[src/rtl/fifo_pkg.sv]
// Shared sizing for the RAM-backed FIFO: word width, depth, address width,
// pointer type and almost-full/almost-empty threshold defaults.
package fifo_pkg;

    localparam int WIDTH_DEF    = 8;
    localparam int DEPTH_DEF    = 64;
    localparam int ADDR_BUS_DEF = $clog2(DEPTH_DEF);
    localparam int AF_MARGIN    = 4;
    localparam int AE_LEVEL_DEF = 4;

    // One extra MSB acts as the wrap bit that tells full from empty.
    typedef logic [ADDR_BUS_DEF:0] ptr_t;

endpackage

[src/rtl/ram_fifo_ctrl.sv]
// FIFO controller driving a dual-port RAM: port 1 writes, port 2 reads every
// cycle; the RAM's registered read data is passed straight to the consumer.
module ram_fifo_ctrl
    import fifo_pkg::*;
#(
    parameter int WIDTH    = WIDTH_DEF,
    parameter int DEPTH    = DEPTH_DEF,
    parameter int ADDR_BUS = $clog2(DEPTH),
    parameter int AF_LEVEL = DEPTH - AF_MARGIN,
    parameter int AE_LEVEL = AE_LEVEL_DEF
) (
    input  logic                clk,
    input  logic                rst,
    input  logic                wr_en,
    input  logic [WIDTH-1:0]    wr_data,
    input  logic                rd_en,
    output logic [WIDTH-1:0]    rd_data,
    output logic                rd_valid,
    output logic                full,
    output logic                empty,
    output logic                almost_full,
    output logic                almost_empty,
    output logic [ADDR_BUS:0]   count,
    output logic                overflow,
    output logic                underflow,
    output logic                ram_rst_n,
    output logic                ram_we_1,
    output logic [ADDR_BUS-1:0] ram_addr_1,
    output logic [WIDTH-1:0]    ram_din_1,
    output logic                ram_we_2,
    output logic [ADDR_BUS-1:0] ram_addr_2,
    output logic [WIDTH-1:0]    ram_din_2,
    input  logic [WIDTH-1:0]    ram_dout_2
);

    localparam int                CNT_W = ADDR_BUS + 1;
    localparam logic [ADDR_BUS:0] DEPTH_C = CNT_W'(DEPTH);
    localparam logic [ADDR_BUS:0] AF_C    = CNT_W'(AF_LEVEL);
    localparam logic [ADDR_BUS:0] AE_C    = CNT_W'(AE_LEVEL);

    logic [ADDR_BUS:0] wr_ptr_q, wr_ptr_d;
    logic [ADDR_BUS:0] rd_ptr_q, rd_ptr_d;
    logic [ADDR_BUS:0] count_q, count_d;
    logic              full_q, empty_q, af_q, ae_q;
    logic              rd_valid_q;
    logic              ovf_q, ovf_d, udf_q, udf_d;
    logic              push_ok, pop_ok;

    // A push into a full FIFO is still legal when a pop frees the slot in
    // the same cycle; the RAM's read-before-write returns the old word.
    always_comb begin
        pop_ok   = rd_en & ~empty_q;
        push_ok  = wr_en & (~full_q | pop_ok);
        wr_ptr_d = wr_ptr_q + CNT_W'(push_ok);
        rd_ptr_d = rd_ptr_q + CNT_W'(pop_ok);
        count_d  = count_q + CNT_W'(push_ok) - CNT_W'(pop_ok);
        ovf_d    = ovf_q | (wr_en & ~push_ok);
        udf_d    = udf_q | (rd_en & ~pop_ok);
    end

    always_ff @(posedge clk) begin
        if (rst) begin
            wr_ptr_q   <= '0;
            rd_ptr_q   <= '0;
            count_q    <= '0;
            full_q     <= 1'b0;
            empty_q    <= 1'b1;
            af_q       <= 1'b0;
            ae_q       <= 1'b1;
            rd_valid_q <= 1'b0;
            ovf_q      <= 1'b0;
            udf_q      <= 1'b0;
        end else begin
            wr_ptr_q   <= wr_ptr_d;
            rd_ptr_q   <= rd_ptr_d;
            count_q    <= count_d;
            full_q     <= (count_d == DEPTH_C);
            empty_q    <= (count_d == '0);
            af_q       <= (count_d >= AF_C);
            ae_q       <= (count_d <= AE_C);
            rd_valid_q <= pop_ok;
            ovf_q      <= ovf_d;
            udf_q      <= udf_d;
        end
    end

    assign count        = count_q;
    assign full         = full_q;
    assign empty        = empty_q;
    assign almost_full  = af_q;
    assign almost_empty = ae_q;
    assign overflow     = ovf_q;
    assign underflow    = udf_q;
    assign rd_valid     = rd_valid_q;
    assign rd_data      = ram_dout_2;

    // RAM reset follows rst directly so storage clears in the same cycles.
    assign ram_rst_n  = ~rst;
    assign ram_we_1   = push_ok;
    assign ram_addr_1 = wr_ptr_q[ADDR_BUS-1:0];
    assign ram_din_1  = wr_data;
    assign ram_we_2   = 1'b0;
    assign ram_addr_2 = rd_ptr_q[ADDR_BUS-1:0];
    assign ram_din_2  = '0;

endmodule

[config.mk]
export PLATFORM = sky130hd
export DESIGN_NAME = ram_fifo_ctrl
export DESIGN_NICKNAME = d
export VERILOG_FILES = /design/src/rtl/fifo_pkg.sv /design/src/rtl/ram_fifo_ctrl.sv
export SDC_FILE = /design/constraint.sdc
export NUM_CORES = 1
export LEC_CHECK = 0
export CAP_MARGIN = 20
export CORE_MARGIN = 2
export CORE_UTILIZATION = 35
export CTS_BUF_LIST = sky130_fd_sc_hd__clkbuf_8 sky130_fd_sc_hd__clkbuf_16
export DETAILED_ROUTE_END_ITERATION = 6
export HOLD_SLACK_MARGIN = 0.06
export PLACE_DENSITY_LB_ADDON = 0.05
export SYNTH_ARGS = -nofsm -noshare
export SYNTH_HDL_FRONTEND = slang
export SYNTH_SLANG_ARGS = --single-unit
[constraint.sdc]
create_clock -name clk -period 2.99 [get_ports clk]
set_clock_uncertainty 0.05 [all_clocks]
set_input_delay 0.897 -clock clk [delete_from_list [all_inputs] [get_ports clk]]
set_output_delay 0.897 -clock clk [all_outputs]
set_load 0.005 [all_outputs]
# Yosys cells after proc, flatten, opt, wreduce, memory -nomap -nowiden
# Cells that the tools add are included.
[word_totals] input_bits=20 register_bits=28
[op_classes] add_sub_neg=4 n_eq_ne=1 magnitude_cmp=2 reduce_logical=1 bitwise_logic=12
[op_table] op="7-bit by 1-bit adder with 7-bit output" n=3
[op_table] op="7-bit equality test (second input constant)" n=1
[op_table] op="7-bit by 6-bit >= comparator with 1-bit output (second input constant)" n=1
[op_table] op="7-bit by 3-bit less-or-equal comparator with 1-bit output (second input constant)" n=1
[op_table] op="7-bit zero test" n=1
[op_table] op="7-bit by 1-bit subtractor with 7-bit output" n=1
[op_table] op="1-bit NOT" n=5
[op_table] op="1-bit AND" n=4
[op_table] op="1-bit bitwise OR" n=3

# Depth between registers and ports, before layout
# Gate-level depths: netlist of run 1.
[logic_depth] depth_word=7 mapped_depth=13 mapped_depth_nobuf=13

# Worst setup path after synthesis of run 1
# No wires, ideal clock.
[synth_timing] path_kind="input -> register" start="input port rd_en" end="register af_q (netlist: almost_full)" cell_stages=13 arrival_ns=3.011 path_buffers=0 setup_slack_ns=-0.144 required_time_ns=2.867 path_cell_list="nand2b_1 -> nand2_1 -> nand2_1 -> ha_1 -> inv_1 -> ha_1 -> inv_1 -> fa_1 -> nand2b_1 -> a21oi_2 -> xnor2_1 -> or4_4 -> o22ai_2"
[synth_via] elab_chain_cells=6
[synth_lines] item="from (decl)" line="ram_fifo_ctrl.sv:16" source="input logic rd_en,"
[synth_lines] item="1-bit AND *" line="ram_fifo_ctrl.sv:52" source="pop_ok = rd_en & ~empty_q;"
[synth_lines] item="1-bit bitwise OR" line="ram_fifo_ctrl.sv:53" source="push_ok = wr_en & (~full_q | pop_ok);"
[synth_lines] item="1-bit AND" line="ram_fifo_ctrl.sv:53"
[synth_lines] item="7-bit by 1-bit adder with 7-bit output" line="ram_fifo_ctrl.sv:56" source="count_d = count_q + CNT_W'(push_ok) - CNT_W'(pop_ok);"
[synth_lines] item="7-bit by 1-bit subtractor with 7-bit output *" line="ram_fifo_ctrl.sv:56"
[synth_lines] item="7-bit by 6-bit >= comparator with 1-bit output *" line="ram_fifo_ctrl.sv:79" source="af_q <= (count_d >= AF_C);"
[synth_lines] item="to (signal assigned)" line="ram_fifo_ctrl.sv:79"
[synth_lines] item="to (decl)" line="ram_fifo_ctrl.sv:44" source="logic full_q, empty_q, af_q, ae_q;"
# Mark *: on every way between the ends. The rest lies on a longest branch, timed or not.
# A chain may end at the register's enable or synchronous reset.

# Worst setup path in the final report of run 1
[layout_timing] start="input port rst" end="output port ram_rst_n"
[layout_via] elab_chain_cells=1
[layout_lines] item="from (decl)" line="ram_fifo_ctrl.sv:13" source="input logic rst,"
[layout_lines] item="1-bit NOT" line="ram_fifo_ctrl.sv:98" source="assign ram_rst_n = ~rst;"
[layout_lines] item="to (decl)" line="ram_fifo_ctrl.sv:26" source="output logic ram_rst_n,"
# Every way passes these cells.

==> impl_results.md, run 1 <==
- Total vias in the final route: 1006
- Hold Crit Class: reg2reg
- Area taken by multi-input logic gates: 716 µm²
- Commonest cells in the netlist: 26 x dfxtp_1, 25 x buf_4, 19 x nor2_1, 11 x ha_1, 11 x inv_1
- Root Driver: clkbuf_8
- Hold Path Stages: 2
- Clk sink count: 26
- Tmin final: 2910 ps
- Total GRT Usage: 11.9%
- Post-Synthesis Cells: 152
- Antenna violations before repair: 0
- Clock latency on the worst-skew pair: 270 ps
- Cell area after layout: 1770 µm²
- Vias in the first global route: 896
- Die area: 4500 µm²
- CTS tree: yes
- I/O Buffers: 31
- Fin nets: 212
- Clock Path Buffers: 2
- GPL Wtd Cong: 0.748
- Syn. warnings: 0
- Setup CP Type: in2out
- Antenna diode count: 0
- Peak supply drop: 0.000569 V
- Leakage: 0.750 nW
- Post-Syn Area: 1390 µm²
- Max cap viols: 0
- Pins over their slew limit: 0
- Final count of negative-setup-slack endpoints: 0
- Yosys reg bits: 26
- First-pass GRT wire length: 4020 µm
- Initial DRC Count: 37
- Share of cells above drive strength 1: 17.4%
- Synth area leaders: dfxtp_1 37%, buf_4 13%, ha_1 9.9%, nor2_1 5.1%, xor2_1 4.4%
- Reg2Reg Depth: 13
- WL per Instance: 10.9 µm
- Hold Slack: 428 ps
- Largest area contributor in the netlist: dfxtp_1
- Outcome: complete, no violations
- Routed Wire Length: 2470 µm
- Register area: 520 µm²
- Dominant cell by count in the synthesized netlist: dfxtp_1
- Crit path required time: 2040 ps
- FP Rows: 22
- DRT Pass-1 Iters: 4
- Final period util: 97.4%
- CP Capture Type: output port
- Critical path data arrival time: 1970 ps
- Power Dens Cells: 879 nW/µm²
- Top-area cell type share of the netlist area: 37.4%
- Clk slew on worst S/H paths: 80 ps
- I/O pin total: 73
- Via-to-Cell Ratio: 4.45
- Routed Antenna Nets: 0
- Initial Utilization: 37.2%
- Yosys cell types: 35
- Highest Clock Rate: 343 MHz
- H-tree Lvls: 1
- Number of synthesized flops with an enable pin: 0
- Hpwl dp: 1890 µm
- Global route total overflow: 0
- Async SR Flop Fraction: 0%
- DIE HEIGHT: 67.1 µm
- Core box area: 3740 µm²
- Sequential area share after synthesis: 37.4%
- DRC violations left: 0
- Syn-to-layout area delta: 27.0%
- Hold Fails Final Rpt: 0
- Largest net degree at the start of global routing: 26
- Filler cell count: 383
- Max FO, Critical Path: 3
- Final Util: 47.2%
- Worst Setup Start Kind: primary input
- Primary FF master, synth: dfxtp_1
- Clock buffer count from CTS: 3
- Post-synthesis area per instance: 9.16 µm²
- Dpl cell area: 1690 µm²
- Die X: 67.1 µm
- TNS Setup: 0 ps
[worst max-delay path: stages]
cell and delay [ps]:
clkdlybuf4s50_1 440, inv_1 120, clkdlybuf4s50_1 510
[path summary, 6_finish.rpt]
check,startpoint,end,slack [ps]
max,rst,ram_rst_n,80
min,overflow,overflow,430
max reg2reg,empty,almost_full,450
min reg2reg,overflow,overflow,430
[timing repair]
item / in CTS / in global routing
gates resized for setup: 5 / 11
hold buffers: 0 / 0
setup buffers: 0 / 1
pin swaps: 4 / 6
endpoints found under the setup margin: 9 / 4
gates cloned: 0 / 0
[routing by layer]
layer | up-vias | wire [µm] | track usage [%]
li1 | 518 | - | -
met4 | 0 | 61 | 5.36
met1 | 442 | 1260 | 15.9
met5 | - | 0 | 0
met2 | 32 | 969 | 16.7
met3 | 14 | 185 | 4.73
[final cells by class]
cell class | count | area share (%)
Multi-Input combinational cell | 96 | 40.5
Clock buffer | 3 | 2.34
Inverter | 11 | 2.34
Timing Repair Buffer | 42 | 22.0
Sequential cell | 26 | 29.4
Tap cell | 48 | 3.40
[report_power, final]
group          switching (mW)  internal [mW]  total (mW)  leakage [nW]
combinational           0.420          0.489       0.909         0.515
clock                   0.102         0.0902       0.192        0.0216
sequential             0.0431          0.410       0.453         0.213
total                   0.565          0.990        1.55         0.750
[registers in the layout, summed over array words and instances (netlist names)]
| name | flops |
|---|---|
| almost_empty | 1 |
| almost_full | 1 |
| count | 7 |
| empty | 1 |
| full | 1 |
| overflow | 1 |
| rd_ptr_q | 6 |
| rd_valid | 1 |
| underflow | 1 |
| wr_ptr_q | 6 |
[cell families after synthesis]
family	Yosys count	synth area share, %
AND/OR/NAND/NOR	47	17.6
buffers and inverters	38	17.5
flip-flops	26	37.4
AO/OA/AOI/OAI	16	8.36
XOR/XNOR	12	7.55
adder cells (fa/ha/maj)	12	11.3
other	1	0.269
[per-stage QoR]
step	total power, mW	std cells	setup slack, ps
2_1_floorplan	1.04	160	-48.8
3_3_place_gp	1.35	222	-633
3_5_place_dp	1.36	222	-681
4_1_cts	1.55	225	5.24
5_1_grt	1.71	226	-0.842
6_report	1.55	226	77.0
[layout by cell type, fill, tap and decap left out, types with 2 or more instances in the layout]
cell             netlist  routed
nand2b_1               4       2
dfxtp_1               26      26
xor2_1                 7       7
nor2b_1                7       7
buf_4                 25      11
and3_1                 2       2
nor2_1                19      19
nor4_1                 2       2
o31ai_1                2       2
or2_1                  2       2
nand2b_4               0       2
nand3_1                4       4
a21oi_1                4       4
ha_1                  11       9
xnor2_1                5       5
clkbuf_8               0       3
conb_1                 1       9
ha_4                   0       2
inv_2                  0       2
nand2_4                0       2
clkdlybuf4s50_1        0      29
inv_1                 11       9
Power figures use the tool's default switching activity.
==> run 2, diff against run 1 <==
--- a/config.mk
+++ b/config.mk
@@ -10,6 +10,7 @@
 export CORE_UTILIZATION = 35
 export CTS_BUF_LIST = sky130_fd_sc_hd__clkbuf_8 sky130_fd_sc_hd__clkbuf_16
 export DETAILED_ROUTE_END_ITERATION = 6
+export GPL_ROUTABILITY_DRIVEN = 0
 export HOLD_SLACK_MARGIN = 0.06
 export PLACE_DENSITY_LB_ADDON = 0.05
 export SYNTH_ARGS = -nofsm -noshare
==> results of run 2 <==
The final DEF is identical to that of run 1; final timing and power are the same.
==> run 3, diff against run 2 <==
--- a/config.mk
+++ b/config.mk
@@ -12,7 +12,8 @@
 export DETAILED_ROUTE_END_ITERATION = 6
 export GPL_ROUTABILITY_DRIVEN = 0
 export HOLD_SLACK_MARGIN = 0.06
-export PLACE_DENSITY_LB_ADDON = 0.05
+export PLACE_DENSITY_LB_ADDON = 0.08
+export RECOVER_POWER = 50
 export SYNTH_ARGS = -nofsm -noshare
 export SYNTH_HDL_FRONTEND = slang
 export SYNTH_SLANG_ARGS = --single-unit
==> constraint.sdc (replaced) <==
create_clock -name clk -period 2.99 [get_ports clk]
set_clock_uncertainty 0.05 [all_clocks]
set_input_delay 0.598 -clock clk [delete_from_list [all_inputs] [get_ports clk]]
set_output_delay 0.598 -clock clk [all_outputs]
set_load 0.005 [all_outputs]
==> impl_results.md, run 3 (synthesis gave the netlist of run 1 again) <==
- Initial DRC Count: 22 (-41%)
- Most frequent cells in the layout: 26 x dfxtp_1, 21 x clkdlybuf4s50_1, 19 x nor2_1, 11 x buf_4, 10 x ha_1
- WL per Instance: 11.4 µm (+3.8%)
- Met3 wire length: 192 µm (+3.8%)
- Commonest non-fill, non-tap cell in the layout: dfxtp_1
- Worst Tran Pin Value: 1110 ps
- Crit path required time: 3140 ps (+1100 ps)
- Routed wl met2: 1060 µm (+9.7%)
- Pins over their slew limit: 0 (unchanged)
- Metal-1 WL: 1250 µm (-0.64%)
- Max FFs per register: 7 (unchanged)
- DRT Pass-1 Iters: 4 (unchanged)
- First-pass GRT wire length: 4090 µm (+1.7%)
- Outcome: complete, no violations
- Vias in the first global route: 937 (+4.6%)
- Critical path data arrival time: 2980 ps (+1010 ps)
- Antenna diode count: 0 (unchanged)
- Crit path top cell by count: inv_2
- Clk sink count: 26 (unchanged)
- Final worst slack: 165 ps (+88.3 ps)
- Clock Path Buffers: 2 (unchanged)
- Max FO, Critical Path: 3 (unchanged)
- CP Capture Type: flip-flop
- Power Dens Cells: 980 nW/µm² (+11%)
- Syn-to-layout area delta: 28.1%
- Cell area after layout: 1780 µm² (+0.92%)
- DRC violations left: 0 (unchanged)
- Clock buffer count from CTS: 3 (unchanged)
- Leakage: 0.783 nW (+4.4%)
- CP cell instances: clkdlybuf4s15_1 > nand2b_1 > buf_4 > inv_2 > ha_1 > inv_1 > ha_2 > inv_2 > fa_2 > nand2b_4 > a21oi_4 > xnor2_2 > or4_4 > o22ai_2
- Total vias in the final route: 1005 (-0.099%)
- Routed Antenna Nets: 0 (unchanged)
- Sw Pwr: 0.622 mW (+10%)
- Routed Wire Length: 2590 µm (+4.7%)
- Hold Fails Final Rpt: 0 (unchanged)
- Worst Setup Start Kind: primary input
- I/O Buffers: 31 (unchanged)
- H-tree Lvls: 1 (unchanged)
- I/O pin total: 73 (unchanged)
- Sequential share of power: 25.7% (-3.5 points)
- Tot Pwr: 1.75 mW (+13%)
- Hold-fix buffers, CTS: 0 (unchanged)
- Core box area: 3740 µm² (unchanged)
- Max cap viols: 0 (unchanged)
- Hold Crit Class: reg2reg
- Largest net degree at the start of global routing: 26 (unchanged)
- Tmin final: 2820 ps (-88.3 ps)
- Max Used Layer: met4
- FP Rows: 22 (unchanged)
- Hpwl dp: 1900 µm (+0.75%)
- DIE HEIGHT: 67.1 µm (unchanged)
- Sw frac: 35.6% (-0.77 points)
- Root Driver: clkbuf_8
- Setup CP Type: in2reg
- Hold Slack: 418 ps (-10.0 ps)
- Share of cells above drive strength 1: 16.1% (-1.3 points)
- Highest Clock Rate: 354 MHz (+3.1%)
- CP max-delay cell: or4_4
- Critical path's largest stage delay: 510 ps (about the same)
- Peak supply drop: 0.000595 V (+4.6%)
- Antenna violations before repair: 0 (unchanged)
- Filler cell count: 375 (-2.1%)
- Final count of negative-setup-slack endpoints: 0 (unchanged)
- Via-to-Cell Ratio: 4.41 (-0.98%)
- Combinational Power Share: 57.5% (-1.0 points)
- Dpl ws: -433 ps (+249 ps)
- Initial Utilization: 37.2% (unchanged)
- Clock latency on the worst-skew pair: 270 ps (about the same)
- Fin nets: 213 (+0.47%)
- CTS tree: yes
- Clock group share of total power: 16.8% (+4.4 points)
- Die area: 4500 µm² (unchanged)
- Total GRT Usage: 12.1% (+0.13 points)
- Dpl cell area: 1660 µm² (-1.6%)
- Cell internal pwr: 1.13 mW (+14%)
- Die X: 67.1 µm (unchanged)
- Global route total overflow: 0 (unchanged)
- Clk slew on worst S/H paths: 90 ps (about the same)
- Slew margin rel.: 25.7%
- Final period util: 94.5% (-3.0 points)
run 3: through the flow:
stage	util (%)	std cells	TNS, ps
floorplan	-	160	0
global placement	44.3	221	-1920
detailed placement	44.3	221	-2110
CTS	46.7	225	0
global route	47.7	228	-39.1
finish	47.7	228	0
run 3: critical path, delay by kind of cell:
kind | cells | cell delay [ps]
AND/OR/NAND/NOR | 3 | 790
AO/OA/AOI/OAI | 2 | 250
buffers and inverters | 5 | 450
XOR/XNOR | 1 | 80
adder cells (fa/ha/maj) | 3 | 780
run 3: area by class of cell:
| type | count | area [µm²] | area share (%) |
|---|---|---|---|
| clock buffer | 3 | 41.3 | 2.31 |
| clock inverter | 1 | 30.0 | 1.68 |
| inverter | 11 | 41.3 | 2.31 |
| multi-input combinational | 96 | 692 | 38.8 |
| sequential | 26 | 520 | 29.2 |
| tap | 48 | 60.1 | 3.37 |
| timing repair buffer | 43 | 399 | 22.4 |
run 3: repair_timing:
item / 4_1_cts / 5_1_grt
endpoints found under the setup margin: 4 / 4
gates resized for setup: 7 / 5
setup buffers: 0 / 3
pin swaps: 4 / 4
run 3: metal layers:
metal  vias up  track usage (%)
li1        518                -
met1       438             15.8
met2        34             17.3
met3        15             2.53
met4         0             8.67
met5         -                0
run 3: path summary, 6_finish.rpt:
| path | from | endpoint | slack [ps] | cells after the start |
|---|---|---|---|---|
| worst min-delay path | overflow | overflow | 420 | 2 |
| worst max register to register | empty | almost_full | 280 | 13 |
| worst min register to register | overflow | overflow | 420 | 2 |
| worst max-delay path | rd_en | almost_full | 170 | 14 |
run 3: power by group through the flow:
stage          Sequential (mW)  Combinational [mW]  Clock, mW
6_report                 0.450                1.01      0.294
3_3_place_gp             0.459               0.877          0
5_1_grt                  0.460                1.12      0.312
3_5_place_dp             0.459               0.880          0
4_1_cts                  0.452               0.913      0.304
2_1_floorplan            0.461               0.558          0
